**config.mk**
```make
export PLATFORM = sky130hd
export DESIGN_NAME = warp_issue_sched_flat
export DESIGN_NICKNAME = d
export VERILOG_FILES = /design/src/rtl/warp_issue_sched_pkg.sv /design/src/rtl/warp_issue_sched_if.sv /design/src/rtl/warp_issue_sched_rr_pick.sv /design/src/rtl/warp_issue_sched.sv /design/src/flat_wrapper.sv
export SDC_FILE = /design/constraint.sdc
export NUM_CORES = 1
export LEC_CHECK = 0
export CAP_MARGIN = 10
export CORE_AREA = 2 2 39 41
export CTS_BUF_LIST = sky130_fd_sc_hd__clkbuf_4
export DETAILED_ROUTE_END_ITERATION = 8
export DIE_AREA = 0 0 41 43
export DONT_BUFFER_PORTS = 1
export HOLD_SLACK_MARGIN = 0.12
export SLEW_MARGIN = 5
export SYNTH_ARGS = -nofsm -noshare
export SYNTH_HDL_FRONTEND = slang
export SYNTH_HIERARCHICAL = 1
export SYNTH_SLANG_ARGS = --single-unit
```
**constraint.sdc**
```tcl
create_clock -name clk -period 3.77 [get_ports clk]
set_clock_uncertainty 0.1 [all_clocks]
set_input_delay 1.131 -clock clk [delete_from_list [all_inputs] [get_ports clk]]
set_output_delay 1.131 -clock clk [all_outputs]
set_load 0.005 [all_outputs]
```
**src/rtl/warp_issue_sched_pkg.sv**
```systemverilog
// Shared types and defaults for the warp issue scheduler.
// FSM state encoding and default sizing live here.
package sp_sched_pkg;

   localparam int N_WARP_DEF  = 4;
   localparam int CREDITS_DEF = 2;
   localparam int WARP_W      = $clog2(N_WARP_DEF);

   typedef enum logic {
      ST_IDLE  = 1'b0,
      ST_ISSUE = 1'b1
   } state_t;

endpackage

```
**src/rtl/warp_issue_sched_if.sv**
```systemverilog
// Request/issue/credit bundle between warps, scheduler and unit.
// master = scheduler side, slave = warps plus execution unit.
interface warp_issue_sched_if #(
   parameter int N_WARP  = sp_sched_pkg::N_WARP_DEF,
   parameter int CREDITS = sp_sched_pkg::CREDITS_DEF
);

   localparam int WW = $clog2(N_WARP);
   localparam int CW = $clog2(CREDITS + 1);

   logic [N_WARP-1:0] req_valid;
   logic [N_WARP-1:0] req_ack;
   logic              issue_valid;
   logic [WW-1:0]     issue_warp;
   logic              issue_ready;
   logic              complete;
   logic [CW-1:0]     credit_cnt;
   logic              credit_err;

   modport master (
      input  req_valid,
      input  issue_ready,
      input  complete,
      output req_ack,
      output issue_valid,
      output issue_warp,
      output credit_cnt,
      output credit_err
   );

   modport slave (
      output req_valid,
      output issue_ready,
      output complete,
      input  req_ack,
      input  issue_valid,
      input  issue_warp,
      input  credit_cnt,
      input  credit_err
   );

endinterface

```
**src/rtl/warp_issue_sched_rr_pick.sv**
```systemverilog
// Round-robin picker: first set bit of mask at or after start,
// wrapping around; purely combinational.
module rr_pick #(
   parameter int N = 4,
   parameter int W = $clog2(N)
) (
   input  logic [N-1:0] mask,
   input  logic [W-1:0] start,
   output logic         found,
   output logic [W-1:0] index
);

   logic [W-1:0] idx;

   // scan N positions from start, index wraps naturally at W bits
   always_comb begin
      found = 1'b0;
      index = '0;
      idx   = '0;
      for (int i = 0; i < N; i++) begin
         idx = start + W'(i);
         if (!found && mask[idx]) begin
            found = 1'b1;
            index = idx;
         end
      end
   end

endmodule

```
**src/rtl/warp_issue_sched.sv**
```systemverilog
// Credit-gated round-robin issue scheduler for N_WARP warps
// feeding one shared execution unit.
module warp_issue_sched
   import sp_sched_pkg::*;
#(
   parameter int N_WARP  = N_WARP_DEF,
   parameter int CREDITS = CREDITS_DEF
) (
   input logic               clk,
   input logic               rst_n,
   warp_issue_sched_if.master bus
);

   localparam int WW = $clog2(N_WARP);
   localparam int CW = $clog2(CREDITS + 1);
   localparam logic [CW-1:0] CRED_MAX = CW'(CREDITS);

   state_t            state_q;
   state_t            state_d;
   logic [WW-1:0]     warp_q;
   logic [WW-1:0]     warp_d;
   logic [WW-1:0]     last_q;
   logic [CW-1:0]     cnt_q;
   logic [CW-1:0]     cnt_d;
   logic              err_q;

   logic              fire;
   logic [N_WARP-1:0] warp_bit;
   logic [N_WARP-1:0] elig;
   logic [WW-1:0]     start;
   logic              found;
   logic [WW-1:0]     pick;
   logic              avail_ok;

   assign fire     = (state_q == ST_ISSUE) & bus.issue_ready;
   assign warp_bit = N_WARP'(1) << warp_q;

   // the firing warp is excluded so it cannot win again this cycle
   assign elig  = bus.req_valid & ~(fire ? warp_bit : '0);
   assign start = (fire ? warp_q : last_q) + WW'(1);

   rr_pick #(
      .N (N_WARP),
      .W (WW)
   ) u_pick (
      .mask  (elig),
      .start (start),
      .found (found),
      .index (pick)
   );

   // next credit count, clamped to [0, CREDITS]
   always_comb begin
      cnt_d = cnt_q;
      if (fire && !bus.complete) begin
         if (cnt_q != '0) cnt_d = cnt_q - CW'(1);
      end else if (!fire && bus.complete) begin
         if (cnt_q != CRED_MAX) cnt_d = cnt_q + CW'(1);
      end
   end

   assign avail_ok = (cnt_d != '0);

   // next state and next presented warp
   always_comb begin
      state_d = state_q;
      warp_d  = warp_q;
      unique case (state_q)
         ST_IDLE: begin
            if (found && avail_ok) begin
               state_d = ST_ISSUE;
               warp_d  = pick;
            end
         end
         ST_ISSUE: begin
            if (fire) begin
               if (found && avail_ok) begin
                  warp_d = pick;
               end else begin
                  state_d = ST_IDLE;
               end
            end
         end
         default: state_d = ST_IDLE;
      endcase
   end

   // state, issue slot, round-robin pointer, credits, sticky error
   always_ff @(posedge clk or negedge rst_n) begin
      if (!rst_n) begin
         state_q <= ST_IDLE;
         warp_q  <= '0;
         last_q  <= WW'(N_WARP - 1);
         cnt_q   <= CRED_MAX;
         err_q   <= 1'b0;
      end else begin
         state_q <= state_d;
         warp_q  <= warp_d;
         cnt_q   <= cnt_d;
         if (fire) last_q <= warp_q;
         if (bus.complete && !fire && cnt_q == CRED_MAX)
            err_q <= 1'b1;
      end
   end

   assign bus.issue_valid = (state_q == ST_ISSUE);
   assign bus.issue_warp  = warp_q;
   assign bus.req_ack     = fire ? warp_bit : '0;
   assign bus.credit_cnt  = cnt_q;
   assign bus.credit_err  = err_q;

endmodule

```
**src/flat_wrapper.sv**
```systemverilog
// flat-port wrapper written by rule: the top's interface ports become plain ports
module warp_issue_sched_flat import sp_sched_pkg::*;
#(
   parameter int N_WARP  = N_WARP_DEF,
   parameter int CREDITS = CREDITS_DEF
)
  (clk, rst_n, bus_req_valid, bus_issue_ready, bus_complete, bus_req_ack, bus_issue_valid, bus_issue_warp, bus_credit_cnt, bus_credit_err);
  warp_issue_sched_if #(.N_WARP(N_WARP), .CREDITS(CREDITS)) bus_i ();
  input logic clk;
  input logic rst_n;
  input wire logic [$bits(bus_i.req_valid)-1:0] bus_req_valid;
  input wire logic [$bits(bus_i.issue_ready)-1:0] bus_issue_ready;
  input wire logic [$bits(bus_i.complete)-1:0] bus_complete;
  output wire logic [$bits(bus_i.req_ack)-1:0] bus_req_ack;
  output wire logic [$bits(bus_i.issue_valid)-1:0] bus_issue_valid;
  output wire logic [$bits(bus_i.issue_warp)-1:0] bus_issue_warp;
  output wire logic [$bits(bus_i.credit_cnt)-1:0] bus_credit_cnt;
  output wire logic [$bits(bus_i.credit_err)-1:0] bus_credit_err;
  assign bus_i.req_valid = bus_req_valid;
  assign bus_i.issue_ready = bus_issue_ready;
  assign bus_i.complete = bus_complete;
  assign bus_req_ack = bus_i.req_ack;
  assign bus_issue_valid = bus_i.issue_valid;
  assign bus_issue_warp = bus_i.issue_warp;
  assign bus_credit_cnt = bus_i.credit_cnt;
  assign bus_credit_err = bus_i.credit_err;
  warp_issue_sched #(.N_WARP(N_WARP), .CREDITS(CREDITS)) u_core (.clk(clk), .rst_n(rst_n), .bus(bus_i));
endmodule
```
* After elaboration in Yosys (flattened, before gate mapping) *
Cells that the tools add are included.

storage, ports and cells
  output and inout bits = 10
  bits in read-only memories = 0
  flip-flop bits (word level) = 8
  latch bits = 0
  memories = 0
  logic and storage cells = 65
  bits of input ports = 8
  memory bits (writable) = 0

cells by class
  multipliers = 0
  muxes and demuxes = 28
  $lt $le $gt $ge = 4
  divide/modulo/power cells = 0
  eq/ne operators = 3
  bitwise operators = 4
  shift-type cells = 1
  reductions and logical operators = 14
  add/subtract/negate cells = 6

operator list
  kind                                                                          number
  2-bit 2-to-1 mux                                                              11
  2-bit by 3-bit less-than comparator with 1-bit output, second input constant  4
  1-bit 2-to-1 mux                                                              10
  1-bit binary-select mux with 2-bit select                                     4
  1-bit logical AND                                                             7
  2-bit by 1-bit adder with 2-bit output, second input constant                 3
  1-bit zero test                                                               5
  2-bit adder, second input constant                                            2
  4-bit AND                                                                     1
  4-bit 2-to-1 mux                                                              1
  2-bit inequality test, second input constant                                  2
  4-bit NOT                                                                     1
  2-bit one-hot mux with 2 select lines                                         1
  2-bit nonzero test                                                            2
  1-bit by 2-bit << shifter with 4-bit output, first input constant             1
  2-bit equality test, second input constant                                    1
  1-bit one-hot mux with 2 select lines                                         1
  2-bit by 1-bit subtractor with 2-bit output, second input constant            1
  1-bit AND                                                                     1
  1-bit NOT                                                                     1

* Logic depth before layout (Yosys ltp) *
  depth in word-level cells = 20
  gate-level depth with buffers = 8
  depth with buffers taken out = 7

* Modules after synthesis *
Netlist, hierarchy kept.

modules (own cells, without submodules)
  module            times used  seq. area each (um^2)  area each (um^2)  cells each
  warp_issue_sched  1           203.9                  504.2             50
  rr_pick           1           0.0                    77.6              15

* Worst setup path after synthesis *
Ideal clock, no wire load.

  path type = input port to output port
  from = input port bus_issue_ready
  to = output port bus_req_ack[0]
  buffers on the path = 1
  arrival time = 1.543 ns
  path slack = 0.996 ns
  data required time = 2.539 ns
  cell stages on the path = 3
  path through = nand2_2 -> buf_6 -> nor3_1

between the ends
  word-level cells in the longest chain between the ends = 2

ends and longest elaborated chain
  item              line                     source
  start, declared   flat_wrapper.sv:12       input wire logic [$bits(bus_i.issue_ready)-1:0] bus_issue_ready;
  1-bit AND         warp_issue_sched.sv:35   assign fire = (state_q == ST_ISSUE) & bus.issue_ready;
  4-bit 2-to-1 mux  warp_issue_sched.sv:108  assign bus.req_ack = fire ? warp_bit : '0;
  end, declared     flat_wrapper.sv:14       output wire logic [$bits(bus_i.req_ack)-1:0] bus_req_ack;

Every way passes these cells.

* Worst setup path after layout *
Same ends and word-level chain as after synthesis.

==> flow_summary.json <==
{
  "drt-initial-drc-count": 11,
  "ys_ff_latch": 8,
  "clock.fmax_mhz": 358.4,
  "rsz0062_at_grt": "no",
  "cp_slowest_stage_delay_ps": 290,
  "postCtsSetupRepairBufs": 0,
  "grt_util_all_layers_pct": 16.25,
  "finalWeightedCongestion": 0.8935,
  "synth_warn": 6,
  "post_synthesis_mean_instance_area_um2": 8.951,
  "critPathKind": "input pin to output port",
  "met2_wirelength_um": 524,
  "grt_pass1_vias": 430,
  "placed_cells": 80,
  "root_buffer_selected_by_cts": "sky130_fd_sc_hd__clkbuf_4",
  "final_cells": 84,
  "clock-sinks": 8,
  "nFillCells": 141,
  "worst-path-buf-inv": 0,
  "post_cts_resize_count": 0,
  "die_height_um": 43,
  "timing.critical_path.fanout_max": 12,
  "wp_depth": 2,
  "top_level_i_o_count": 18,
  "setup-violations-final": 0,
  "floorplan.core_area_mm2": 0.001384,
  "tritoncts": "done",
  "timing.critical_path.max_delay_family": "simple AND/OR/NAND/NOR gates",
  "worst_path_max_delay_cell": "sky130_fd_sc_hd__nor3_1",
  "synth_sequential_area_ratio_pct": 35.05,
  "cts_buffer_depth": 2,
  "power_per_standard_cell_area_mw_per_mm2": 779.0,
  "post_drt_wl_per_cell_um": 13.31,
  "ant_nets": 0,
  "synth_top_area_share_pct": 21.51,
  "critical_path.reg2reg.endpoint": "u_core/bus.issue_warp[0]",
  "setup.worst_path.end": "bus_req_ack[0]",
  "worst_setup_startpoint": "bus_issue_ready",
  "cts_hold_buf": 0,
  "leakagePower_uw": 0.0002923,
  "worst_slew_margin_rel_pct": 70.67,
  "die_area_mm2": 0.001763,
  "die_width_um": 41,
  "route.vias.total": 449,
  "worst_r2r_startpoint": "u_core/bus.credit_cnt[0]",
  "critPathCaptureType": "output port",
  "detail_route.first_pass.iterations": 4,
  "worstPathArrival_ps": 1560,
  "hold_path_class": "flip-flop to flip-flop",
  "layout_common_cells": "sky130_fd_sc_hd__inv_1, sky130_fd_sc_hd__a21oi_1, sky130_fd_sc_hd__dfrtp_1",
  "timing.final.crit_share_pct": 74.02,
  "hold-worst-slack_ps": 394.7,
  "worst_skew_pair_latency_ps": 250,
  "timing.critical_path.cells": "nand2_2, nor3_1",
  "run_status": "finished clean",
  "min_period_ps": 2790,
  "synthesis.instances": 65,
  "layout-drive-gt1-share_pct": 23.53,
  "wire_length_of_the_first_global_routing_pass_mm": 1.911,
  "routed-wl-met3_um": 76,
  "vias_per_cell": 5.345,
  "setup_tns_ps": 0,
  "post-synth-top-area-cell": "sky130_fd_sc_hd__dfrtp_1",
  "ys_top_cells_by_area": "sky130_fd_sc_hd__dfrtp_1, sky130_fd_sc_hd__dfstp_2, sky130_fd_sc_hd__ha_1",
  "drt-met1-wl_um": 517,
  "hpwl_after_detailed_placement_um": 858.5,
  "multi_input_area_um2": 332.8,
  "r2r.worst_path.cells": 7,
  "cts-htree-levels": 1,
  "drt-total-wl_mm": 1.118,
  "finalHoldViolations": 0,
  "seq_area_um2": 203.9,
  "areaGrowthSynthToFinish_pct": 6.667,
  "timing.critical_path.required_ps": 2540,
  "fin_nets": 81,
  "grt_antenna_before_repair": 0,
  "layout.cells.most_common": "sky130_fd_sc_hd__inv_1",
  "mappedNetlistArea_um2": 581.8,
  "drc_errors": 0,
  "worst_vdd_rail_ir_drop_mv": 0.3132,
  "placement.io_buffers": 0,
  "measured_slew_at_the_worst_slew_check_pin_ps": 435.4,
  "grt-ovfl-total": 0,
  "critPathLaunchType": "input pin",
  "slew_viol_final": 0,
  "antenna_diode_count": 0,
  "synth_cell_types": 28,
  "max_layer_used": "met3",
  "clk_pin_slew_ps": 50,
  "initial_core_util_pct": 42.04,
  "synth_nets": 77,
  "reg2reg_setup_slack_ps": 1760,
  "grt_start_max_net_pins": 13,
  "cts_made_buffers": 3,
  "max_cap_violations": 0,
  "floorplan.rows": 14
}
[power by group]
part / internal (uW) / switching [uW]
Combinational: 99.7 / 116
Clock: 47.7 / 29.4
Sequential: 134 / 56.6
Total: 281 / 202
[metal layers]
layer | track usage, % | vias up
met3 | 10.47 | 0
met2 | 22.81 | 12
met5 | 0 | -
met4 | 2.000 | 0
li1 | - | 228
met1 | 21.24 | 209
[area by class of cell]
type	count	area share, %
clock buffer	4	4.839
inverter	9	5.444
tap	16	3.226
multi-input combinational	47	53.63
sequential	8	32.86
[Yosys cell counts (all sizes together)]
master	number
and3	2
xor2	1
xnor2	1
dfstp	3
a31o	1
mux2i	2
ha	4
dfrtp	5
o211ai	1
or2b	1
inv	9
buf	1
and2	1
a211oi	2
nand2	5
nor2b	4
a221o	1
o221ai	1
o21ai	4
nand2b	1
a21oi	6
mux2	2
nor2	3
nand3	2
nor3	2
[state kept, by name, indices dropped and copies added (netlist names)]
signal / count
u_core/bus.credit_cnt: 2
u_core/bus.credit_err: 1
u_core/bus.issue_valid: 1
u_core/bus.issue_warp: 2
u_core/last_q: 2
[metrics by stage]
step / utilization (%) / area, um2 / total power (uW) / setup slack, ps
after detailed placement: 42.68 / 590.6 / 406.5 / 973.9
after floorplan: - / 581.8 / 366.9 / 996.4
after global placement: 42.68 / 590.6 / 405.6 / 984.3
after global routing: 44.85 / 620.6 / 536.1 / 904.9
after CTS: 44.85 / 620.6 / 487.2 / 970.3
final: 44.85 / 620.6 / 483.5 / 979.5
[kinds of logic after synthesis]
group / Yosys count / share of synthesized area [%]
AO/OA/AOI/OAI: 16 / 18.93
XOR/XNOR: 2 / 3.011
adder cells (fa/ha/maj): 4 / 8.602
buffers and inverters: 10 / 7.741
flip-flops: 8 / 35.05
multiplexers: 4 / 7.312
AND/OR/NAND/NOR: 21 / 19.36
[how the worst min path moves through the flow]
stage,startpoint,to,depth (start not counted)
floorplan,u_core/last_q[1],u_core/last_q[1],2
global placement,u_core/last_q[1],u_core/last_q[1],2
detailed placement,u_core/last_q[1],u_core/last_q[1],2
CTS,u_core/last_q[1],u_core/last_q[1],2
global route,rst_n,u_core/bus.credit_err,0
finish,u_core/last_q[1],u_core/last_q[1],2
No activity file was read; power rests on OpenSTA's default activity.
==> RTL edit 1: new RTL, same settings <==
The package constant `CREDITS_DEF` goes from 2 to 4.
--- a/src/rtl/warp_issue_sched_pkg.sv
+++ b/src/rtl/warp_issue_sched_pkg.sv
@@ -3,7 +3,7 @@
 package sp_sched_pkg;
 
    localparam int N_WARP_DEF  = 4;
-   localparam int CREDITS_DEF = 2;
+   localparam int CREDITS_DEF = 4;
    localparam int WARP_W      = $clog2(N_WARP_DEF);
 
    typedef enum logic {
Interface: changed (resized bus_credit_cnt); port bits go from 18 to 19. No check against the original RTL was run, so the function may have changed too.
==> RTL edit 1 against the unedited design <==
Critical path depth stayed put; highest routed layer is now met4; synthesized cell count is 15% higher; global-route usage is 4.1 points higher; final area is 19% higher; area after synthesis is 21% higher; wire length is 26% higher; power is 32% higher; setup slack worse by 0.21 ns; sequential cell count is 1 higher; worst hold slack worse by 0.0067 ns; critical path type unchanged.
==> RTL edit 1: results (changes against the unedited design) <==
* Mux cell area share after synthesis at 0.0426 (was 0.0731)
* Met1 Usage GRT at 0.217 (was 0.212)
* Largest net degree at the start of global routing at 12 (was 13)
* Synthesized Nets at 86 (was 77)
* Worst VDD drop at 404 uV (was 313 uV)
* Placed cells at 89 (was 80)
* Synth Area in Compound Gates at 0.248 (was 0.189)
* First-pass GRT wire length at 2350 um (was 1910 um)
* Clock share of power at 0.124 (was 0.159)
* Worst reg-to-reg path cell count at 7 (unchanged)
* CTS buffer count at 3 (unchanged)
* P_leak at 0.316 nW (was 0.292 nW)
* Post-layout util at 0.533 (was 0.448)
* Reg2reg start: u_core/bus.issue_valid (was u_core/bus.credit_cnt[0])
* Antenna violations before repair at 0 (unchanged)
* Hpwl dp at 1130 um (was 859 um)
* Critical path's largest stage delay at 0.40 ns (was 0.29 ns)
* Unique masters post-synth at 39 (was 28)
* Avg Cell Area, Syn at 9.41 um2 (was 8.95 um2)
* Slew HR at 0.661 (was 0.707)
* Async set or reset register ratio after synthesis at 1.00 (unchanged)
* Critical path origin: bus_issue_ready (unchanged)
* Share of post-route cells with drive strength above 1 at 0.221 (was 0.235)
* Reg clk slew, reported paths at 0.06 ns
* Ys flop type: dfrtp_1 (unchanged)
* Critical path data arrival time at 1.77 ns (was 1.56 ns)
* Final Non-Filler Cells at 93 (was 84)
* Post-CTS Resized at 0 (unchanged)
* R2R setup slack at 1.40 ns (was 1.76 ns)
* Internal power at 0.000362 W (was 0.000281 W)
* Initial drt markers at 14 (was 11)
* H-tree Lvls at 1 (unchanged)
* Top post-synthesis cells by area: dfrtp_1, dfstp_2, ha_1 (unchanged)
* Capturing point of the worst reg2reg path: u_core/bus.issue_warp[1] (was u_core/bus.issue_warp[0])
* XOR/XNOR Fraction of Synth Area at 0.0124 (was 0.0301)
* Drt total wl at 1410 um (was 1120 um)
* Fillers at 133 (was 141)
* Vias per cell at 5.89 (was 5.35)
* Placer Congestion at 0.705 (was 0.894)
* Tot GR Track Use at 0.203 (was 0.162)
* Area share of fa/ha/maj cells after synthesis at 0.0532 (was 0.0860)
* Critical Path Fanout Max at 11 (was 12)
* Seq. pwr at 0.000216 W (was 0.000190 W)
* Capture point of the worst path: bus_req_ack[2] (was bus_req_ack[0])
* Hold crit path type: reg -> reg (unchanged)
* Commonest cells post-synth: inv_1, dfrtp_1, nand2_1 (was inv_1, a21oi_1, dfrtp_1)
* Register area share after synthesis at 0.324 (was 0.351)
* Met2 Usage GRT at 0.334 (was 0.228)
* Met3 Use GR at 0.0524 (was 0.105)
* Vias in the first global route at 556 (was 430)
* Area after DPL at 707 um2 (was 591 um2)
* Status: complete, no violations (unchanged)
* Upper clock frequency limit at 0.333 GHz (was 0.358 GHz)
* CP max stage cell: nor3b_1 (was nor3_1)
* Sequential share of power at 0.338 (was 0.394)
* DP Worst Slack at 0.745 ns (was 0.974 ns)
## RTL edit 1: cell count changes after synthesis, sizes merged, moves of 2 or more
cell	change
or3	+3
o21ai	-2
a21boi	+2
a31oi	+2
mux2i	-2
## RTL edit 1: area by class of cell
cell class,instances,share of cell area
clock buffers,4,0.0407
flip-flops and latches,9,0.311
inverters,10,0.0509
multi-input cells,54,0.570
well taps,16,0.0272
## RTL edit 1: how the worst min path moves through the flow
stage	start	end	slack [ns]	cells past startpoint
final	u_core/last_q[1]	u_core/last_q[1]	0.39	2
after floorplan	u_core/bus.credit_err	u_core/bus.credit_err	0.36	1
after global routing	u_core/last_q[1]	u_core/last_q[1]	0.41	2
after CTS	u_core/last_q[1]	u_core/last_q[1]	0.39	2
after detailed placement	u_core/last_q[1]	u_core/last_q[1]	0.38	2
after global placement	u_core/last_q[1]	u_core/last_q[1]	0.38	2
## RTL edit 1: routing by layer
metal  up-vias  routed length (um)
met2        14                 768
met1       260                 568
met4         0                   9
met5         -                   0
li1        272                   -
met3         2                  67
==> RTL edit 2: new RTL, same settings <==
Without the edit above. Make the reset (`rst_n`) synchronous in one clocked block.
--- a/src/rtl/warp_issue_sched.sv
+++ b/src/rtl/warp_issue_sched.sv
@@ -86,7 +86,7 @@
    end
 
    // state, issue slot, round-robin pointer, credits, sticky error
-   always_ff @(posedge clk or negedge rst_n) begin
+   always_ff @(posedge clk) begin
       if (!rst_n) begin
          state_q <= ST_IDLE;
          warp_q  <= '0;
Function: differs if rst_n is asserted again (counterexample within 4 cycles, from zero or initial values and one cycle with rst_n low); with rst_n held inactive, the same outputs for 10 cycles.
==> RTL edit 2 against the unedited design <==
Area after synthesis increased by 1.3%; sequential share of layout area shrank 6.9 points; wire length down 1.4%; die area unchanged; global-route usage fell by 0.92 points; first-iteration DRC count increased by 18%; cell count grew 4.8%; setup slack worse by 0.14 ns; sequential cell count unchanged; final area down 0.60%.
Power is not compared: it rests on default switching activity, and its combinational part moved more than twofold at a synthesized area within 25%.
==> RTL edit 2: results (changes against the unedited design) <==
* Status: complete, no violations (unchanged)
* Routed WL per cell at 12.5 um (was 13.3 um)
* Switching pwr at 0.0000927 W
* Share of post-route cells with drive strength above 1 at 0.0972 (was 0.235)
* Reg2reg start: u_core/bus.issue_valid (was u_core/bus.credit_cnt[0])
* Post-CTS Resized at 0 (unchanged)
* Vias in the first global route at 426 (was 430)
* Commonest cells post-synth: nand2_1, dfxtp_1, inv_1, mux2i_1 (was inv_1, a21oi_1, dfrtp_1)
* Placer Congestion at 0.711 (was 0.894)
* Worst VDD drop at 186 uV
* Capturing point of the worst reg2reg path: u_core/bus.issue_warp[0] (unchanged)
* Synthesized Nets at 83 (was 77)
* Hpwl dp at 877 um (was 859 um)
* Drt total wl at 1100 um (was 1120 um)
* Worst reg-to-reg path cell count at 8 (was 7)
* Vias per cell at 5.25 (was 5.35)
* XOR/XNOR Fraction of Synth Area at 0.0297 (was 0.0301)
* Initial drt markers at 13 (was 11)
* Area share of fa/ha/maj cells after synthesis at 0.0849 (was 0.0860)
* Worst skew pair latency at 0.25 ns (about the same)
* Critical Path Fanout Max at 7 (was 12)
* CTS root buffer: clkbuf_4 (unchanged)
* Fin nets at 86 (was 81)
* Register area share after synthesis at 0.272 (was 0.351)
* Ys flop type: dfxtp_1 (was dfrtp_1)
* Max clock buf depth at 2 (unchanged)
* # diodes at 0 (unchanged)
* Worst slew pin tran at 0.473 ns (was 0.435 ns)
* Largest net degree at the start of global routing at 11 (was 13)
* Reg clk slew, reported paths at 0.05 ns (about the same)
* Mux cell area share after synthesis at 0.163 (was 0.0731)
* Cells after Synth at 71 (was 65)
* Postcts setup bufs at 0 (unchanged)
* Capture point of the worst path: bus_req_ack[2] (was bus_req_ack[0])
* Antenna violations before repair at 0 (unchanged)
* Top post-synthesis cells by area: dfxtp_1, mux2i_1, ha_1 (was dfrtp_1, dfstp_2, ha_1)
* Tot GR Track Use at 0.153 (was 0.162)
* P_leak at 0.298 nW
* Placed cells at 85 (was 80)
* Synth Area in Compound Gates at 0.149 (was 0.189)
* Hold_sp: u_core/last_q[1] (unchanged)
* R2R setup slack at 1.81 ns (was 1.76 ns)
* Critical path data arrival time at 1.70 ns (was 1.56 ns)
* Async set or reset register ratio after synthesis at 0 (was 1.00)
* First-pass GRT wire length at 1750 um (was 1910 um)
## RTL edit 2: worst min-delay path by stage
stage	slack [ns]	endpoint	cells past startpoint
detailed placement	0.39	u_core/last_q[1]	2
global placement	0.40	u_core/last_q[1]	2
global route	0.43	u_core/last_q[1]	2
CTS	0.40	u_core/last_q[1]	2
floorplan	0.36	u_core/last_q[1]	2
finish	0.39	u_core/last_q[1]	2
## RTL edit 2: cells by family after synthesis
group	Yosys count
AND/OR/NAND/NOR	26
adder cells (fa/ha/maj)	4
buffers and inverters	10
AO/OA/AOI/OAI	12
flip-flops	8
XOR/XNOR	2
multiplexers	9
## RTL edit 2: area by class of cell
type                    instances  area [um2]
flip-flops and latches          8         160
fillers                       142         767
clock buffers                   3        22.5
well taps                      16        20.0
multi-input cells              53         384
inverters                       8        30.0
## RTL edit 2: metrics by stage
stage                     worst slack, ns   util  cell area (um2)  hold WS [ns]
after global placement              0.857  0.429              594         0.399
final                               0.843  0.446              617         0.393
after global routing                0.797  0.446              617         0.435
after CTS                           0.836  0.446              617         0.401
after floorplan                     0.968      -              589         0.362
after detailed placement            0.836  0.429              594         0.389
## RTL edit 2: routing by layer
| metal | GRT usage | share of wire | up-vias |
|---|---|---|---|
| li1 | - | - | 242 |
| met1 | 0.195 | 0.47 | 209 |
| met2 | 0.203 | 0.47 | 9 |
| met3 | 0.0471 | 0.052 | 2 |
| met4 | 0.120 | 0.0082 | 0 |
| met5 | 0 | 0 | - |
## RTL edit 2: critical path, cell delays in order
cell and delay (ns):
and2_1 0.27, nand2_1 0.11, nor2_1 0.18
## RTL edit 2: power by group through the flow
stage	clock [W]	combinational [W]	sequential, W
floorplan	0	0.0000805	0.000113
global placement	0	0.0000894	0.000117
global route	0.0000755	0.000101	0.000117
detailed placement	0	0.0000903	0.000117
finish	0.0000643	0.0000908	0.000114
CTS	0.0000687	0.0000909	0.000115
